### config.mk
export PLATFORM = sky130hd
export DESIGN_NAME = qk_score_row
export DESIGN_NICKNAME = d
export VERILOG_FILES = /design/src/rtl/qk_score_row.sv
export SDC_FILE = /design/constraint.sdc
export NUM_CORES = 2
export LEC_CHECK = 0
export ABC_AREA = 1
export CAP_MARGIN = 10
export CORE_AREA = 3 3 252 254
export DETAILED_ROUTE_END_ITERATION = 12
export DIE_AREA = 0 0 255 257
export PLACE_DENSITY = 0.78
export SETUP_SLACK_MARGIN = 0.4
export SYNTH_ARGS = -nofsm -noshare
export SYNTH_HDL_FRONTEND = slang
export SYNTH_SLANG_ARGS = --single-unit
### constraint.sdc
create_clock -name I_CLK -period 7.5 [get_ports I_CLK]
set_input_delay 1.5 -clock I_CLK [delete_from_list [all_inputs] [get_ports I_CLK]]
set_output_delay 1.5 -clock I_CLK [all_outputs]
set_load 0.1 [all_outputs]
### src/rtl/qk_score_row.sv
// rtl/qk_score_row.sv - one row of scaled Q.K attention scores via a single sequential MAC
// Optional causal mask: define QK_SCORE_MASK_EN to add I_ROW.
module qk_score_row #(
  parameter int D_W = 16,
  parameter int DIM = 4,
  parameter int D_K = 4
) (
  input  logic                     I_CLK,
  input  logic                     I_RST_N,
  input  logic                     I_START,
  input  logic [D_W*D_K-1:0]       I_Q,
  input  logic [D_W*D_K*DIM-1:0]   I_K,
`ifdef QK_SCORE_MASK_EN
  input  logic [$clog2(DIM)-1:0]   I_ROW,
`endif
  input  logic                     I_RELEASE,
  output logic                     O_VLD,
  output logic                     O_BUSY,
  output logic [D_W*DIM-1:0]       O_DATA
);

  localparam int FRAC   = D_W - 3;
  localparam int LOG2DK = $clog2(D_K);
  localparam int SHIFT  = FRAC + LOG2DK / 2;
  localparam int AW     = 2 * D_W + LOG2DK;
  localparam int KW     = (DIM > 1) ? $clog2(DIM) : 1;
  localparam int EW     = (D_K > 1) ? $clog2(D_K) : 1;

  localparam logic signed [AW:0]    RND   = (AW+1)'(1) <<< (SHIFT - 1);
  localparam logic signed [AW:0]    S_MAX = (AW+1)'((2 ** (D_W - 1)) - 1);
  localparam logic signed [AW:0]    S_MIN = -S_MAX - 1;
  localparam logic        [D_W-1:0] V_MAX = {1'b0, {(D_W-1){1'b1}}};
  localparam logic        [D_W-1:0] V_MIN = {1'b1, {(D_W-1){1'b0}}};

  typedef enum logic [1:0] {S_IDLE, S_MAC, S_DONE} state_t;

  state_t                   r_state;
  state_t                   w_next;
  logic [D_W*D_K-1:0]       r_q;
  logic [D_W*D_K*DIM-1:0]   r_k;
  logic signed [AW-1:0]     r_acc;
  logic [KW-1:0]            r_kidx;
  logic [EW-1:0]            r_eidx;
  logic [D_W*DIM-1:0]       r_data;

  logic signed [D_W-1:0]    w_q_el;
  logic signed [D_W-1:0]    w_k_el;
  logic signed [2*D_W-1:0]  w_prod;
  logic signed [AW:0]       w_sum;
  logic signed [AW:0]       w_rnd;
  logic signed [AW:0]       w_shr;
  logic [D_W-1:0]           w_score;
  logic [D_W-1:0]           w_slot;
  logic                     w_last_el;
  logic                     w_last_key;

  assign w_q_el     = r_q[int'(r_eidx)*D_W +: D_W];
  assign w_k_el     = r_k[(int'(r_kidx)*D_K + int'(r_eidx))*D_W +: D_W];
  assign w_prod     = w_q_el * w_k_el;
  assign w_sum      = (AW+1)'(r_acc) + (AW+1)'(w_prod);
  assign w_rnd      = w_sum + RND;
  assign w_shr      = w_rnd >>> SHIFT;
  assign w_last_el  = (r_eidx == EW'(D_K - 1));
  assign w_last_key = (r_kidx == KW'(DIM - 1));

  always_comb begin
    if (w_shr > S_MAX)      w_score = V_MAX;
    else if (w_shr < S_MIN) w_score = V_MIN;
    else                    w_score = w_shr[D_W-1:0];
  end

`ifdef QK_SCORE_MASK_EN
  logic [KW-1:0] r_row;
  assign w_slot = (r_kidx > r_row) ? V_MIN : w_score;
`else
  assign w_slot = w_score;
`endif

  always_ff @(posedge I_CLK or negedge I_RST_N) begin
    if (!I_RST_N) r_state <= S_IDLE;
    else          r_state <= w_next;
  end

  always_comb begin
    w_next = r_state;
    case (r_state)
      S_IDLE:  if (I_START) w_next = S_MAC;
      S_MAC:   if (w_last_el && w_last_key) w_next = S_DONE;
      S_DONE:  if (I_RELEASE) w_next = S_IDLE;
      default: w_next = S_IDLE;
    endcase
  end

  always_comb begin
    O_VLD  = (r_state == S_DONE);
    O_BUSY = (r_state != S_IDLE);
  end

  assign O_DATA = r_data;

  // Datapath: capture in IDLE, one product per MAC cycle, everything frozen in DONE
  always_ff @(posedge I_CLK or negedge I_RST_N) begin
    if (!I_RST_N) begin
      r_q    <= '0;
      r_k    <= '0;
      r_acc  <= '0;
      r_kidx <= '0;
      r_eidx <= '0;
      r_data <= '0;
`ifdef QK_SCORE_MASK_EN
      r_row  <= '0;
`endif
    end else begin
      case (r_state)
        S_IDLE: begin
          if (I_START) begin
            r_q    <= I_Q;
            r_k    <= I_K;
            r_acc  <= '0;
            r_kidx <= '0;
            r_eidx <= '0;
            r_data <= '0;
`ifdef QK_SCORE_MASK_EN
            r_row  <= I_ROW;
`endif
          end
        end
        S_MAC: begin
          if (w_last_el) begin
            r_data[int'(r_kidx)*D_W +: D_W] <= w_slot;
            r_acc  <= '0;
            r_eidx <= '0;
            r_kidx <= r_kidx + KW'(1);
          end else begin
            r_acc  <= w_sum[AW-1:0];
            r_eidx <= r_eidx + EW'(1);
          end
        end
        default: ;
      endcase
    end
  end

endmodule

# After elaboration in Yosys (flattened, before gate mapping)

Index checks and enable logic that the tools add are counted.

Register bits after elaboration: 424
Bits of input ports: 324
Output and inout bits: 66
Word-level logic and storage cells: 54

Add/sub/neg operators: 6
Multiply operators: 1
Magnitude comparators: 2
Eq/ne operators: 8
Shift-type cells: 4
Multiplexer cells: 18
Reductions and logical operators: 8

Operators by type and width:

| cell                                                                              | number |
|---|---|
| 256-bit by 10-bit indexed part select with 16-bit output                          | 1 |
| 64-bit two-way mux                                                                | 2 |
| 64-bit one-hot mux with 2 select lines                                            | 1 |
| 34-bit two-way mux                                                                | 2 |
| 34-bit one-hot mux with 2 select lines                                            | 1 |
| 64-bit bitwise mux                                                                | 1 |
| 16-bit by 33-bit variable shift with 64-bit output, first input constant          | 1 |
| 16-bit by 33-bit indexed part select with 64-bit output                           | 1 |
| 64-bit by 7-bit indexed part select with 16-bit output                            | 1 |
| 34-bit by 32-bit adder with 35-bit output                                         | 1 |
| 35-bit by 15-bit adder with 35-bit output, second input constant                  | 1 |
| 6-bit negation with 33-bit output                                                 | 1 |
| 16-bit by 16-bit multiplier with 32-bit output                                    | 1 |
| 16-bit two-way mux                                                                | 2 |
| 21-bit by 16-bit greater-than comparator with 1-bit output, second input constant | 1 |
| 21-bit by 16-bit less-than comparator with 1-bit output, second input constant    | 1 |
| 2-bit two-way mux                                                                 | 6 |
| 2-bit != test, second input constant                                              | 4 |
| 2-bit one-hot mux with 2 select lines                                             | 2 |
| 2-bit equality test, second input constant                                        | 3 |
| 2-bit one-hot mux with 3 select lines                                             | 1 |
| 3-bit AND reduction                                                               | 2 |
| 4-bit by 2-bit adder with 5-bit output                                            | 1 |
| 2-bit by 1-bit adder with 2-bit output, second input constant                     | 2 |
| other kinds (5)                                                                   | 7 |

# Longest topological paths before layout

Depth in word-level cells: 12
Gate-level depth with buffers: 49
Mapped depth without buffers: 44

# Least setup slack after synthesis

OpenSTA, ideal clock, no wires.

Path type: reg-to-reg
Start point: register r_eidx[0]
End point: register r_data[37] (netlist: O_DATA[37])
Library setup time: 0.132 ns
Arrival time: 7.877 ns
Data required time: 7.368 ns
Path slack: -0.509 ns
Cell stages (with the launch flop): 41
Path buffers: 5
Period minus slack after synthesis: 8.009 ns
Path through: dfrtp_1 clkbuf_1 inv_2 clkbuf_1 buf_2 buf_1 nand2_1 a32oi_1 inv_1 nor2_1 fa_1 inv_1 fa_1 fa_1 inv_1 fa_1 fa_1 inv_1 [... 5 more ...] nand3_1 nand3_2 nand2_1 nand2_1 ha_1 nand3_2 nor2_4 inv_1 nor2_4 nand4_1 and2_1 nor2_1 nand4_1 nand2_4 buf_12 nand2_4 nand2_1 o21ai_1

Longest elaborated chain between the ends: 12
Elaborated cells between the ends (all ways): 17
Classes of those cells: 3 x add/sub; 1 x mul; 2 x order compare; 2 x eq/ne; 3 x shift; 5 x mux; 1 x reduce/logical

Ends and longest elaborated chain:

| item                                                     | line | text |
|---|---|---|
| start: declaration                                       | 43   | `logic [EW-1:0] r_eidx;` |
| start signal: assignment                                 | 136  | `r_eidx <= r_eidx + EW'(1);` |
| 4-bit by 2-bit adder with 5-bit output                   | 58   | `assign w_k_el = r_k[(int'(r_kidx)*D_K + int'(r_eidx))*D_W +: D_W];` |
| 256-bit by 10-bit indexed part select with 16-bit output | 58   |  |
| 16-bit by 16-bit multiplier with 32-bit output           | 59   | `assign w_prod = w_q_el * w_k_el;` |
| 34-bit by 32-bit adder with 35-bit output                | 60   | `assign w_sum = (AW+1)'(r_acc) + (AW+1)'(w_prod);` |
| 35-bit by 15-bit adder with 35-bit output                | 61   | `assign w_rnd = w_sum + RND;` |
| 21-bit by 16-bit less-than comparator with 1-bit output  | 68   | `else if (w_shr < S_MIN) w_score = V_MIN;` |
| 16-bit two-way mux                                       | 68   |  |
| 16-bit two-way mux                                       | 67   | `if (w_shr > S_MAX) w_score = V_MAX;` |
| 16-bit by 33-bit indexed part select with 64-bit output  | 130  | `r_data[int'(r_kidx)*D_W +: D_W] <= w_slot;` |
| 64-bit bitwise mux                                       | 130  |  |
| 64-bit two-way mux                                       | 129  | `if (w_last_el) begin` |
| 64-bit one-hot mux with 2 select lines                   | 114  | `case (r_state)` |
| end signal: indexed assignment                           | 130  |  |
| end: declaration                                         | 44   | `logic [D_W*DIM-1:0] r_data;` |

Several ways; a longest one is shown, not always the timed one. The select of a mux whose other input is x is not followed.
A chain may end at the register's enable or synchronous reset.

# Final worst setup path

Start point: register r_eidx[0]
End point: register r_data[43] (netlist: O_DATA[43])

Same word-level chain as after synthesis.

==> metrics.txt <==
MaxCap Viol Count=0; area grow syn2layout=37.9%; crit-path max FO=8; htree depth=2; Worst Path Required=7.93 ns; Die Footprint=65500 sq um; Reg2Reg Depth=41; Wirelength per Cell=roughly 19 microns; Worst-path clk slew=about 0.060 ns; CP endpoint kind=flop; RR Startpoint=r_eidx[0]$_DFFE_PN0P_; DR pass1 iterations=8; reg2reg setup slack=-0.62 ns; placer's final routability congestion estimate=0.961; final worst setup slack=-0.621 ns; count of state elements after synthesis=424; filler instances=about 4.4k; CORE AREA=about 61000 sq um; status=finished with violations; global route overflow=0; Core Rows=91; crit path buf inv count=14; CP Launch Type=flop; Initial Util=51.9%; DP Wirelength=79300 microns; main combinational cell family by area after synthesis=simple AND/OR/NAND/NOR gates; final period utilization=108%; root buf cell=clkbuf_16; vias per cell=approximately 5.5; Post-synth top flop=dfrtp_1; count of final hold-check violations=0; via count=~30k; Worst setup startpoint=r_eidx[0]$_DFFE_PN0P_; Total GRT Usage=32.9%; CTS tree=built; Sink Count=424; latest clock arrival within the worst-skew pair=0.62 ns; Synth Area in Adders=23.8%; Synth warnings=0; DRC=0; critical path's slowest cell=dfrtp_4; CP arrival=8.56 ns; fmax=0.123 GHz; Compound-Gate Fraction of Synth Area=approximately 6.7%; top cell type's share of synthesized area=between 30% and 40%; initial antenna violation count=6; mapped cell area=31900 sq um; worst-case clock buffer depth=3; IO Port Bufs=389; CTS buffer count=47; top post-synthesis cells by area=dfrtp_1, fa_1, nand2_1; Die Height=between 200 and 300 microns; Synth Area in Simple Gates=between 20% and 30%; Final ANT Viol Nets=0; syn_nets=4792; count of flip-flops with a built-in enable after synthesis=0; RSZ-0062 raised after global routing=yes; Synth Area in XOR/XNOR=0.760%; IO Pins=390; area leader, netlist=dfrtp_1; asr flop ratio synth=100%; WS Path Type=reg -> reg; post-synthesis cell count=4046; relative slew slack=between 20 and 30%; r2r endpoint=O_DATA[43]$_DFFE_PN0P_; min-delay worst type=reg -> reg; fin crit period=8.12 ns; multiplexer share of the synthesized area=0%; CP peak stage delay=0.55 ns; actual slew at the worst max-slew pin=1.06 ns; hold wc startpoint=r_k[93]$_DFFE_PN0P_; drt total wl=107000 microns; sequential fraction of the synthesis area=33.2%; Worst path top cell family by delay=adder cells; share of cells above drive strength 1=22.1%; DRT iter0 DRCs=between 2k and 3k; syn_area_per_cell=slightly below 8 sq um; failing checks=setup timing; Slew Limit Fails=0; vias in the first global route=31.5k; Design Area, Final=approximately 44000 sq um; fin nets=5483; crit path to=O_DATA[43]$_DFFE_PN0P_; setup clock skew after layout=0.0527 ns; largest net degree at the start of global routing=164; global-route wire length before repair=169000 microns; Placed Area=39800 sq um; setup violators final=64; Synth cell types=47; critical path depth in cells=41; Die Wd=255 microns
[worst min-delay path, stage by stage, from the launching register on]
cell and delay (ns):
dfrtp_1 0.34, nand2_1 0.05, nand2_1 0.06
[registers in the layout, summed over array words and instances (netlist names)]
register  flops
O_DATA       64
r_k         256
r_state       2
r_acc        34
r_q          64
r_kidx        2
r_eidx        2
[synth_stat cells (11+ instances only)]
master,count
nand2_1,1530
inv_1,519
dfrtp_1,424
nor2_1,349
fa_1,310
o21ai_0,174
clkbuf_1,149
ha_1,112
nand3_1,56
nand4_1,53
o221ai_1,45
a21oi_1,36
nand2_4,25
buf_1,24
o22ai_1,22
inv_2,21
o21ai_1,21
o211ai_1,20
nor2_2,19
a32oi_1,16
nand2_2,15
xor2_1,14
or2_2,11
[worst min-delay path by stage]
stage                           endpoint  slack [ns]  depth (start not counted)
floorplan            r_q[14]$_DFFE_PN0P_        0.44                          2
global placement    r_k[152]$_DFFE_PN0P_        0.46                          2
detailed placement  r_k[108]$_DFFE_PN0P_        0.46                          2
CTS                  r_k[93]$_DFFE_PN0P_        0.48                          2
global route         r_k[28]$_DFFE_PN0P_        0.49                          2
finish               r_k[93]$_DFFE_PN0P_        0.48                          2
[kinds of logic after synthesis]
kind of cell | after synthesis
adder cells (fa/ha/maj) | 422
flip-flops | 424
XOR/XNOR | 26
AND/OR/NAND/NOR | 2093
AO/OA/AOI/OAI | 353
buffers and inverters | 728
[cells in the final DEF (no fill, tap or decap), drive strengths merged, types with 3 or more instances in the layout]
cell	instances
nor3	5
o21ai	195
a32oi	16
ha	112
nand2	1571
or2	12
clkbuf	73
o22ai	22
o211ai	20
fa	310
o221ai	45
xnor2	10
nand3	65
a22o	5
a32o	4
a21oi	37
inv	536
o31ai	6
bufbuf	3
xor2	16
diode	6
dfrtp	424
clkinvlp	4
clkinv	21
and2	4
buf	428
nand3b	6
clkdlybuf4s50	388
nor2	375
nand4	53
[timing repair]
| item | CTS | global route |
|---|---|---|
| pin swaps | 153 | 180 |
| setup buffers | 46 | 43 |
| setup endpoints to repair | 74 | 82 |
| hold buffers | 0 | 0 |
| gates cloned | 6 | 0 |
| resized for setup | 227 | 302 |
[layout make-up]
type / count / area (sq um) / area share (%)
multi-input combinational: 2895 / 20800 / 47.1
sequential: 424 / 10600 / 24.1
timing repair buffer: 819 / 7900 / 17.9
inverter: 550 / 2160 / 4.92
clock buffer: 73 / 1410 / 3.21
tap: 790 / 988 / 2.25
clock inverter: 13 / 171 / 0.389
antenna: 6 / 15.0 / 0.0341
[through the flow]
step	setup WS, ns	hold slack, ns	utilization [%]	TNS [ns]	cells
finish	-0.621	0.475	71.6	-36.55	5570
CTS	-0.510	0.476	69.4	-29.80	5521
global placement	-0.796	0.458	64.8	-46.32	5383
detailed placement	-0.818	0.460	64.8	-48.08	5383
floorplan	0.343	0.441	-	0	4046
global route	-0.914	0.491	71.6	-55.23	5570
[layer usage]
layer	GRT usage, %	share of wire [%]	vias up	wire, microns
li1	-	-	13800	-
met1	42.4	38	14700	40800
met2	53.5	48	1499	51700
met3	6.41	8.4	345	9000
met4	15.9	5.2	0	5620
met5	0	0	-	0
Power is not shown: default switching activity piles up to over one toggle a cycle in this logic, so the estimate is an artifact.
